## config.mk

```make
export PLATFORM = sky130hd
export DESIGN_NAME = div32
export DESIGN_NICKNAME = d
export VERILOG_FILES = /design/src/rtl/div32.sv
export SDC_FILE = /design/constraint.sdc
export NUM_CORES = 1
export LEC_CHECK = 0
export ABC_CLOCK_PERIOD_IN_PS = 6200
export BUFFER_PORTS_ARGS = -buffer_cell sky130_fd_sc_hd__clkbuf_2
export CAP_MARGIN = 10
export CORE_ASPECT_RATIO = 0.8
export CORE_UTILIZATION = 42
export DETAILED_ROUTE_END_ITERATION = 8
export HOLD_SLACK_MARGIN = 0.12
export MAX_ROUTING_LAYER = met4
export PLACE_DENSITY = 0.62
export REMOVE_ABC_BUFFERS = 1
export SYNTH_ARGS = -nofsm -noshare
export SYNTH_HDL_FRONTEND = slang
export SYNTH_SLANG_ARGS = --single-unit
```

## constraint.sdc

```tcl
create_clock -name clk -period 6.2 [get_ports clk]
set_clock_uncertainty 0.1 [all_clocks]
set_input_delay 0.62 -clock clk [delete_from_list [all_inputs] [get_ports clk]]
set_output_delay 0.62 -clock clk [all_outputs]
set_load 0.02 [all_outputs]
```

## src/rtl/div32.sv

```systemverilog
// 32-bit unsigned restoring divider: one quotient bit per clock, MSB first.
// A zero divisor completes on the start edge with an all-ones quotient and the dividend as remainder.
module div32 (
    input  logic        clk,
    input  logic        rst,
    input  logic [31:0] dividend,
    input  logic [31:0] divisor,
    input  logic        start,
    output logic [31:0] quotient,
    output logic [31:0] remainder,
    output logic        finish,
    output logic        busy,
    output logic        div_zero,
    output logic [1:0]  dbg_state
);

    typedef enum logic [1:0] {
        S_IDLE = 2'd0,
        S_BUSY = 2'd1,
        S_DONE = 2'd2
    } state_t;

    state_t      state_q;
    logic [32:0] prem_q;
    logic [31:0] shreg_q;
    logic [31:0] dvs_q;
    logic [5:0]  cnt_q;
    logic [31:0] quot_q;
    logic [31:0] rem_q;
    logic        fin_q;
    logic        busy_q;
    logic        dz_q;

    logic [33:0] shifted;
    logic [33:0] trial;
    logic        qbit;
    logic [32:0] prem_d;
    logic [31:0] shreg_d;

    // The trial difference goes negative exactly when its top bit is set.
    always_comb begin
        shifted = {prem_q, shreg_q[31]};
        trial   = shifted - {2'b00, dvs_q};
        qbit    = ~trial[33];
        prem_d  = qbit ? trial[32:0] : shifted[32:0];
        shreg_d = {shreg_q[30:0], qbit};
    end

    always_ff @(posedge clk or negedge rst) begin
        if (!rst) begin
            state_q <= S_IDLE;
            prem_q  <= 33'd0;
            shreg_q <= 32'd0;
            dvs_q   <= 32'd0;
            cnt_q   <= 6'd0;
            quot_q  <= 32'd0;
            rem_q   <= 32'd0;
            fin_q   <= 1'b0;
            busy_q  <= 1'b0;
            dz_q    <= 1'b0;
        end else if (start) begin
            prem_q  <= 33'd0;
            cnt_q   <= 6'd0;
            shreg_q <= dividend;
            dvs_q   <= divisor;
            if (divisor == 32'd0) begin
                state_q <= S_DONE;
                quot_q  <= 32'hFFFF_FFFF;
                rem_q   <= dividend;
                fin_q   <= 1'b1;
                busy_q  <= 1'b0;
                dz_q    <= 1'b1;
            end else begin
                state_q <= S_BUSY;
                fin_q   <= 1'b0;
                busy_q  <= 1'b1;
                dz_q    <= 1'b0;
            end
        end else if (state_q == S_BUSY) begin
            prem_q  <= prem_d;
            shreg_q <= shreg_d;
            cnt_q   <= cnt_q + 6'd1;
            // Results stay frozen until the 32nd step lands.
            if (cnt_q == 6'd31) begin
                state_q <= S_DONE;
                quot_q  <= shreg_d;
                rem_q   <= prem_d[31:0];
                fin_q   <= 1'b1;
                busy_q  <= 1'b0;
            end
        end
    end

    assign quotient  = quot_q;
    assign remainder = rem_q;
    assign finish    = fin_q;
    assign busy      = busy_q;
    assign div_zero  = dz_q;
    assign dbg_state = state_q;

endmodule

```

==> flow_summary.yaml, run 1 <==
run_status:
  status: "completed"
worst_setup_path:
  cp-end-kind: "flop"
  required_ps: 6420
  worst_setup_path_start_kind: "flop"
  crit_fanout: 14
  worstSetupPathType: "reg2reg"
  cp.arrival_ps: 4380
routing:
  routedWlPerCell_um: 19.04
  dr.pass1.iters: 5
  drc_errors: 0
  drt_wl_total_um: 26860
  vias: 8172
  antenna_left: 0
  drtIter0Drc: 673
  vias_per_cell: 5.792
cells_and_area:
  regArea_mm2: 0.004254
  utilization: 0.4967
  nNetsFinal: 1224
  drive_gt1_frac: 0.1717
  n_antenna_cell: 0
  multi_input_area_mm2: 0.004599
  fillCellCount: 2108
  design_area_mm2: 0.01074
  areaGrowthSynthToFinish_pct: 15.46
place:
  post_dp_cell_area_mm2: 0.01014
  dpl.hpwl_um: 19200
  gp_congestion: 0.8770
  portBuffers: 135
synthesis:
  synth.distinct_cells: 68
  synthesis.area_mm2: 0.009301
  yosysTopAreaCell: "dfrtp_1"
  synth_mux_area_frac: 0.04856
  yosys_warnings: 0
  synth_area_leaders: "dfrtp_1, nand2_1, o21ai_0"
  synthMostInstantiatedCell: "dfrtp_1"
  avgSynthCellArea_um2: 9.101
  synthArstFlopShare: 1.000
  seq_area_frac_synth: 0.4574
  syn_inst: 1022
  ys_ff_latch: 170
  synthTopCellsByCount: "dfrtp_1, nand2_1, o21ai_0"
  synth_edf_count: 0
  yosys.area_share.adder: 0.04654
  synth_top_family_by_area: "compound AO/OA/AOI/OAI gates"
  synth_compound_area_frac: 0.2174
  synth_xor_area_frac: 0.02637
  synthSimpleGateAreaFrac: 0.1544
  synth_top_area_share: 0.4574
  synth_top_flop_cell: "dfrtp_1"
power_and_ir_drop:
  powerDensity_mw_per_mm2: 358.3
  ir_drop_mv: 0.2059
  p_leak_uw: 0.004866
clock_tree:
  htreeDepth: 4
  cts_resized: 0
  clk_latency_ps: 440
  cts-root-buf: "clkbuf_16"
  clockBufferDepth: 2
  cts_setup_buffers: 0
  clkTransAtPathRegs_ps: 80
  cts_buffers: 17
  cts.sinks: 170
  ctsHoldBuffers: 0
  cts_tree: "built"
die:
  die_w_um: 168.4
  ios: 136
  initial_core_util: 0.4302
  die-area_mm2: 0.02275
  fp-row-count: 48
  core_area_mm2: 0.02162
  die_h_um: 135.1
global_routing:
  grt_pass1_vias: 7553
  grt_start_max_net_pins: 97
  grt_pass1_wl_um: 42790
  grt-ovfl-total: 0
  grtUsageTotal: 0.2520
  grt_antenna_before_repair: 0
worst_hold_path:
  hold_class: "in2async"
sta:
  slew_headroom: 0.3042
  hold_viol: 0
  fin_setup_tns_ps: 0
  setup_viol: 0
  rsz0062_at_grt: "no"
  period_minus_slack_ps: 4160
  fmax_mhz: 240.4
  slew_violations: 0
  post-route-period-util: 0.6710
  worst_pin_slew_ps: 1017
run:
  drv_cap: 0
-- registers in the layout, summed over array words and instances (netlist names) --
name       cells
prem_q        33
dvs_q         32
quotient      32
remainder     32
shreg_q       32
cnt_q          6
dbg_state      2
div_zero       1
-- per-stage QoR --
step	total power, µW	cells	setup WS, ps	hold slack [ps]
after floorplan	2321	956	-360.5	224.4
after global placement	2750	1379	2200	389.4
after detailed placement	2761	1379	2176	389.9
after CTS	3853	1411	2126	216.0
after global routing	4075	1411	1839	241.2
final	3848	1411	2040	160.8
-- report_power, final --
part	switching, µW	internal [µW]
clock	536	546
sequential	122	1250
combinational	878	514
total	1540	2310
-- cell usage in the layout, fill, tap and decap left out, types with 15 or more instances in the layout --
master	count
dfrtp_1	170
nand2_1	156
clkbuf_2	133
o21ai_0	96
nor2_1	62
a21oi_1	53
mux2i_1	44
inv_1	42
a31oi_1	42
ha_1	33
o22a_1	29
o21ai_1	23
xnor2_1	20
clkbuf_16	17
nor3_1	15
nand3_1	15
-- final timing paths --
path	slack, ps	start	to	cells past startpoint
min in group clk	300	divisor[19]	dvs_q[19]$_DFFE_PN0P_	3
hold / removal	160	rst	shreg_q[15]$_DFFE_PN0P_	1
setup / recovery	2040	prem_q[28]$_DFFE_PN0P_	prem_q[31]$_DFFE_PN0P_	10
hold reg to reg	410	quotient[17]$_DFFE_PN0P_	quotient[17]$_DFFE_PN0P_	1
max in group asynchronous	4360	rst	remainder[11]$_DFFE_PN0P_	2
setup reg to reg	2040	prem_q[28]$_DFFE_PN0P_	prem_q[31]$_DFFE_PN0P_	10
-- cell type report --
class                   count  area share
multi-input cells         744      0.4283
flip-flops and latches    170      0.3961
repair buffers            148     0.07282
clock buffers              17     0.03961
well taps                 275     0.03204
clock inverters            15     0.01643
inverters                  42     0.01468
-- per-layer routing --
metal	part of all wire	vias to the layer above	track usage	routed length (µm)
met5	0	-	-	0
met1	0.52	3969	0.3929	13960
met4	0.011	0	0.05404	304
met3	0.066	26	0.04513	1786
li1	-	3868	-	-
met2	0.40	309	0.3333	10810
-- cell families after synthesis --
kind of cell,Yosys count
muxes,45
DFF,170
AOI/OAI and AO/OA,317
and+or+nand+nor,320
buffers and inverters,108
xor gates and xnor gates,28
adders and majority gates,34
-- worst max-delay path: stages, from the launching register on --
cell      delay, ps
dfrtp_1         440
ha_1            450
and3_1          250
and3_1          170
a211o_2         340
mux2i_1         150
a211oi_1        500
nand3_1         540
buf_4           400
or3b_1          450
a221oi_1        270
Note: power is estimated with default switching activity, not from simulation.
==> run 2: changes to the inputs <==
- ABC_AREA: not set -> 1
- ABC_CLOCK_PERIOD_IN_PS: 6200 -> 4320
- PLACE_DENSITY: 0.62 -> 0.61
- clock period: 6.2 -> 4.32 ns (I/O delays scaled with it)
==> flow_summary.yaml, run 2 <==
routing:
  vias_per_cell: 5.054
  vias: 9622
  drc_errors: 0
  dr.pass1.iters: 6
  drtIter0Drc: 753
  drt_wl_total_um: 31600
  routedWlPerCell_um: 16.60
  antenna_left: 0
clock_tree:
  cts_tree: "built"
  htreeDepth: 4
  clkTransAtPathRegs_ps: 70
  clockBufferDepth: 2
  cts_buffers: 17
  cts_setup_buffers: 0
  cts-root-buf: "clkbuf_16"
  cts.sinks: 170
  clk_latency_ps: 450
sta:
  period_minus_slack_ps: 3358
  slew_violations: 0
  worst_pin_slew_ps: 1153
  fin_setup_tns_ps: 0
  rsz0062_at_grt: "no"
  hold_viol: 0
  whs_ps: 120.0
  setup_viol: 0
  fmax_mhz: 297.8
  post-route-period-util: 0.7773
  slew_headroom: 0.2244
place:
  dp_cells: 1851
  dpl.hpwl_um: 23230
  gp_congestion: 0.9618
  portBuffers: 135
run:
  drv_cap: 0
worst_setup_path:
  cpMaxStageDelayCell: "nor4_1"
  cp-end-kind: "flop"
  r2r_cells: 12
  path_cells: "dlygate4sd3_1 > clkbuf_2 > nor4_1 > nand4_1 > o21ai_1 > nand2_2 > inv_2 > buf_12 > or2_2 > nand2_1 > inv_1"
  crit_fanout: 65
  r2r-start: "prem_q[27]$_DFFE_PN0P_"
  slowest_delay_ps: 870
  cp.arrival_ps: 3630
  worstSetupPathType: "in2reg"
  crit_start: "divisor[18]"
  worst_setup_path_start_kind: "input pin"
  required_ps: 4600
run_status:
  status: "completed"
cells_and_area:
  utilization: 0.4984
  fin_cells: 1904
  fillCellCount: 2493
  mostFrequentLayoutCells: "nand2_1, inv_1, dfrtp_1, clkbuf_2, nor2_1"
  final_common_cell: "nand2_1"
  n_antenna_cell: 0
  nNetsFinal: 1674
  largest_reg_flops: 33
  areaGrowthSynthToFinish_pct: 16.30
  drive_gt1_frac: 0.1677
  largest_register: "prem_q"
synthesis:
  synth.distinct_cells: 43
  seq_area_frac_synth: 0.4073
  synth_edf_count: 0
  avgSynthCellArea_um2: 7.228
  synth_top_flop_cell: "dfrtp_1"
  synthMostInstantiatedCell: "nand2_1"
  synth_area_leaders: "dfrtp_1, nand2_1, inv_1"
  syn_inst: 1445
  yosys_warnings: 0
  ys_ff_latch: 170
  yosysTopAreaCell: "dfrtp_1"
  synthesis.area_mm2: 0.01045
  synthArstFlopShare: 1.000
  synthTopCellsByCount: "nand2_1, inv_1, dfrtp_1"
  synth_top_area_share: 0.4073
global_routing:
  use_met1: 0.4035
  use_met2: 0.3676
  grt-ovfl-total: 0
  grt_antenna_before_repair: 1
  grtUsageTotal: 0.2672
  grt_start_max_net_pins: 79
  busiest_layer: "met1"
  grt_pass1_wl_um: 50350
  use_met3: 0.04846
  grt_pass1_vias: 9117
die:
  die-area_mm2: 0.02551
  fp-row-count: 51
  die_w_um: 178.3
  initial_core_util: 0.4285
  die_h_um: 143.1
  ios: 136
  core_area_mm2: 0.02438
worst_hold_path:
  min_from: "dividend[30]"
  hold_class: "in2reg"
  hold_path_depth: 3
power_and_ir_drop:
  powerDensity_mw_per_mm2: 551.3
  p_leak_uw: 0.006829
  ir_drop_mv: 0.3019
  power_uw: 6697
==> run 2: logic make-up (layout without fill, tap and decap cells) <==
| logic type | count (synthesis) | after routing | synth area share |
|---|---|---|---|
| AOI/OAI and AO/OA | 142 | 142 | 0.08637 |
| xor gates and xnor gates | 15 | 15 | 0.01258 |
| adders and majority gates | 34 | 34 | 0.04145 |
| buffers and inverters | 297 | 438 | 0.1148 |
| DFF | 170 | 170 | 0.4073 |
| and+or+nand+nor | 787 | 787 | 0.3376 |
==> run 2: timing repair <==
item,4_1_cts,5_1_grt
hold buffers,19,1
endpoints found under the hold margin,86,1
gates resized for setup,0,0
==> run 2: area by class of cell <==
cell class,count,area [µm²],share of cell area
Multi-Input combinational cell,978,4995,0.4112
Sequential cell,170,4254,0.3502
Timing Repair Buffer,165,1005,0.08271
Inverter,241,905.9,0.07457
Clock buffer,24,481.7,0.03965
Tap cell,318,397.9,0.03275
Clock inverter,8,108.9,0.008961
==> run 2: critical path: cells and delay by family <==
| family | cells | cell delay [ps] |
|---|---|---|
| simple gates | 5 | 1450 |
| buf+inv | 5 | 1400 |
| compound gates | 1 | 280 |
==> run 2: power breakdown <==
group,internal (µW),switching [µW]
Clock,904,682
Combinational,943,2080
Sequential,1870,210
Total,3720,2980
==> run 2: final timing paths <==
| kind | to | slack (ps) |
|---|---|---|
| max | remainder[27]$_DFFE_PN0P_ | 960 |
| min | shreg_q[30]$_DFFE_PN0P_ | 120 |
| max reg2reg | prem_q[6]$_DFFE_PN0P_ | 1300 |
| min reg2reg | cnt_q[3]$_DFFE_PN0P_ | 380 |
| max in group asynchronous | shreg_q[19]$_DFFE_PN0P_ | 2660 |
| min in group asynchronous | shreg_q[9]$_DFFE_PN0P_ | 460 |
==> run 2: metrics by stage <==
step	setup slack, ps	cell area (µm²)
after detailed placement	1060	11330
after CTS	994.2	12110
after global placement	997.5	11330
final	962.1	12150
after global routing	772.2	12150
after floorplan	378.2	10150
==> run 2: per-layer routing <==
metal	part of all wire	up-vias
met5	0	-
met4	0.0077	0
met3	0.046	24
met2	0.41	246
met1	0.54	4517
li1	-	4835
==> run 3: changes to the inputs <==
- ABC_AREA: 1 -> 0
- ABC_CLOCK_PERIOD_IN_PS: 4320 -> 3200
- PLACE_DENSITY: 0.61 -> 0.62
- clock period: 4.32 -> 3.2 ns (I/O delays scaled with it)
==> flow_summary.yaml, run 3 (synthesis results as in run 1) <==
sta:
  fin_setup_tns_ps: 0
  period_minus_slack_ps: 3078
  fmax_mhz: 324.9
  rsz0062_at_grt: "no"
  hold_viol: 0
  post-route-period-util: 0.9617
  slew_headroom: 0.3683
  setup_viol: 0
  slew_violations: 0
  worst_pin_slew_ps: 947.6
cells_and_area:
  n_antenna_cell: 0
  fillCellCount: 1958
  mostFrequentLayoutCells: "dfrtp_1, nand2_1, clkbuf_2, o21ai_0, dlygate4sd3_1"
  regArea_mm2: 0.004254
  multi_input_area_mm2: 0.004671
  nNetsFinal: 1343
  largest_register: "prem_q"
  final_common_cell: "dfrtp_1"
  largest_reg_flops: 33
  areaGrowthSynthToFinish_pct: 28.28
  drive_gt1_frac: 0.2096
run:
  drv_cap: 0
routing:
  routedWlPerCell_um: 18.32
  vias: 8446
  antenna_left: 0
  dr.pass1.iters: 5
  drtIter0Drc: 714
  vias_per_cell: 5.520
  drc_errors: 0
  drt_wl_total_um: 28040
die:
  core_area_mm2: 0.02162
  die-area_mm2: 0.02275
  initial_core_util: 0.4302
  die_w_um: 168.4
  fp-row-count: 48
  die_h_um: 135.1
  ios: 136
global_routing:
  grt-ovfl-total: 0
  grt_start_max_net_pins: 69
  grt_pass1_vias: 8153
  grt_antenna_before_repair: 0
  grt_pass1_wl_um: 45050
  grtUsageTotal: 0.2632
power_and_ir_drop:
  ir_drop_mv: 0.3201
  p_leak_uw: 0.005427
  powerDensity_mw_per_mm2: 662.9
  power_uw: 7909
clock_tree:
  cts.sinks: 170
  htreeDepth: 4
  clkTransAtPathRegs_ps: 80
  clk_latency_ps: 440
  cts_buffers: 17
  cts-root-buf: "clkbuf_16"
  clockBufferDepth: 2
  cts_tree: "built"
worst_setup_path:
  ff2ff_setup_slack_ps: 120
  worst_setup_path_start_kind: "flop"
  crit_fanout: 5
  worstSetupPathType: "reg2reg"
  required_ps: 3420
  cp-end-kind: "flop"
  cp.arrival_ps: 3300
place:
  portBuffers: 135
  dpl.hpwl_um: 20080
  gp_congestion: 0.8893
run_status:
  status: "completed"
worst_hold_path:
  hold_class: "in2reg"
run 3: cell count changes in the layout (fill, tap and decap cells not counted), sizes merged, moves of 31 or more:
| cell | delta |
|---|---|
| nand4 | -32 |
| or2 | -31 |
| nor2 | -58 |
| dlygate4sd3 | +45 |
| mux2i | +44 |
| nand2 | -306 |
| o21ai | +73 |
| inv | -193 |
| buf | +57 |
| nand3 | -88 |
run 3: critical path, stage by stage, from the launching register on:
cell	delay, ps
dfrtp_1	400
ha_1	350
and3_1	190
and3_1	170
a211o_2	350
mux2i_1	160
a211o_1	300
buf_4	170
o311a_1	320
a31oi_4	210
buf_4	160
o21ai_1	70
run 3: metal layers:
metal | part of all wire | global-route usage
met5 | 0 | -
met4 | 0.012 | 0.05859
met3 | 0.056 | 0.04250
met2 | 0.41 | 0.3592
met1 | 0.52 | 0.4032
run 3: metrics by stage:
stage                     setup WS (ps)  cells  hold slack, ps  utilization  area, µm²
final                             122.5   1530           254.9       0.5519      11930
after global routing              1.798   1530           296.1       0.5519      11930
after CTS                         82.19   1529           251.7       0.5485      11860
after detailed placement          19.19   1432           170.4       0.4896      10590
after global placement            8.695   1432           172.3       0.4896      10590
after floorplan                   -3361    956          -75.59            -       9000
run 3: timing repair:
action                                  4_1_cts  5_1_grt
pin swaps                                     0        3
gates resized for setup                       1       16
endpoints found under the hold margin       116        0
buffers inserted                              0        1
hold buffers                                 65        0
endpoints found under the setup margin        2       42
run 3: path summary, 6_finish.rpt:
| kind | start | to | cells after the start |
|---|---|---|---|
| max | prem_q[27]$_DFFE_PN0P_ | prem_q[17]$_DFFE_PN0P_ | 11 |
| min | start | cnt_q[0]$_DFFE_PN0P_ | 2 |
| max reg2reg | prem_q[27]$_DFFE_PN0P_ | prem_q[17]$_DFFE_PN0P_ | 11 |
| min reg2reg | quotient[2]$_DFFE_PN0P_ | quotient[2]$_DFFE_PN0P_ | 2 |
| max in group asynchronous | rst | prem_q[24]$_DFFE_PN0P_ | 3 |
| min in group asynchronous | rst | quotient[1]$_DFFE_PN0P_ | 2 |
run 3: report_power, final:
part / internal [µW] / leakage, µW / switching (µW)
sequential: 2430 / 0.00199 / 226
clock: 1070 / 0.000298 / 1090
combinational: 1280 / 0.00314 / 1810
run 3: final cells by class:
type,instances,area share
clock inverters,15,0.01604
well taps,275,0.02884
clock buffers,17,0.03565
inverters,42,0.01321
flip-flops and latches,170,0.3565
multi-input cells,744,0.3915
repair buffers,267,0.1582
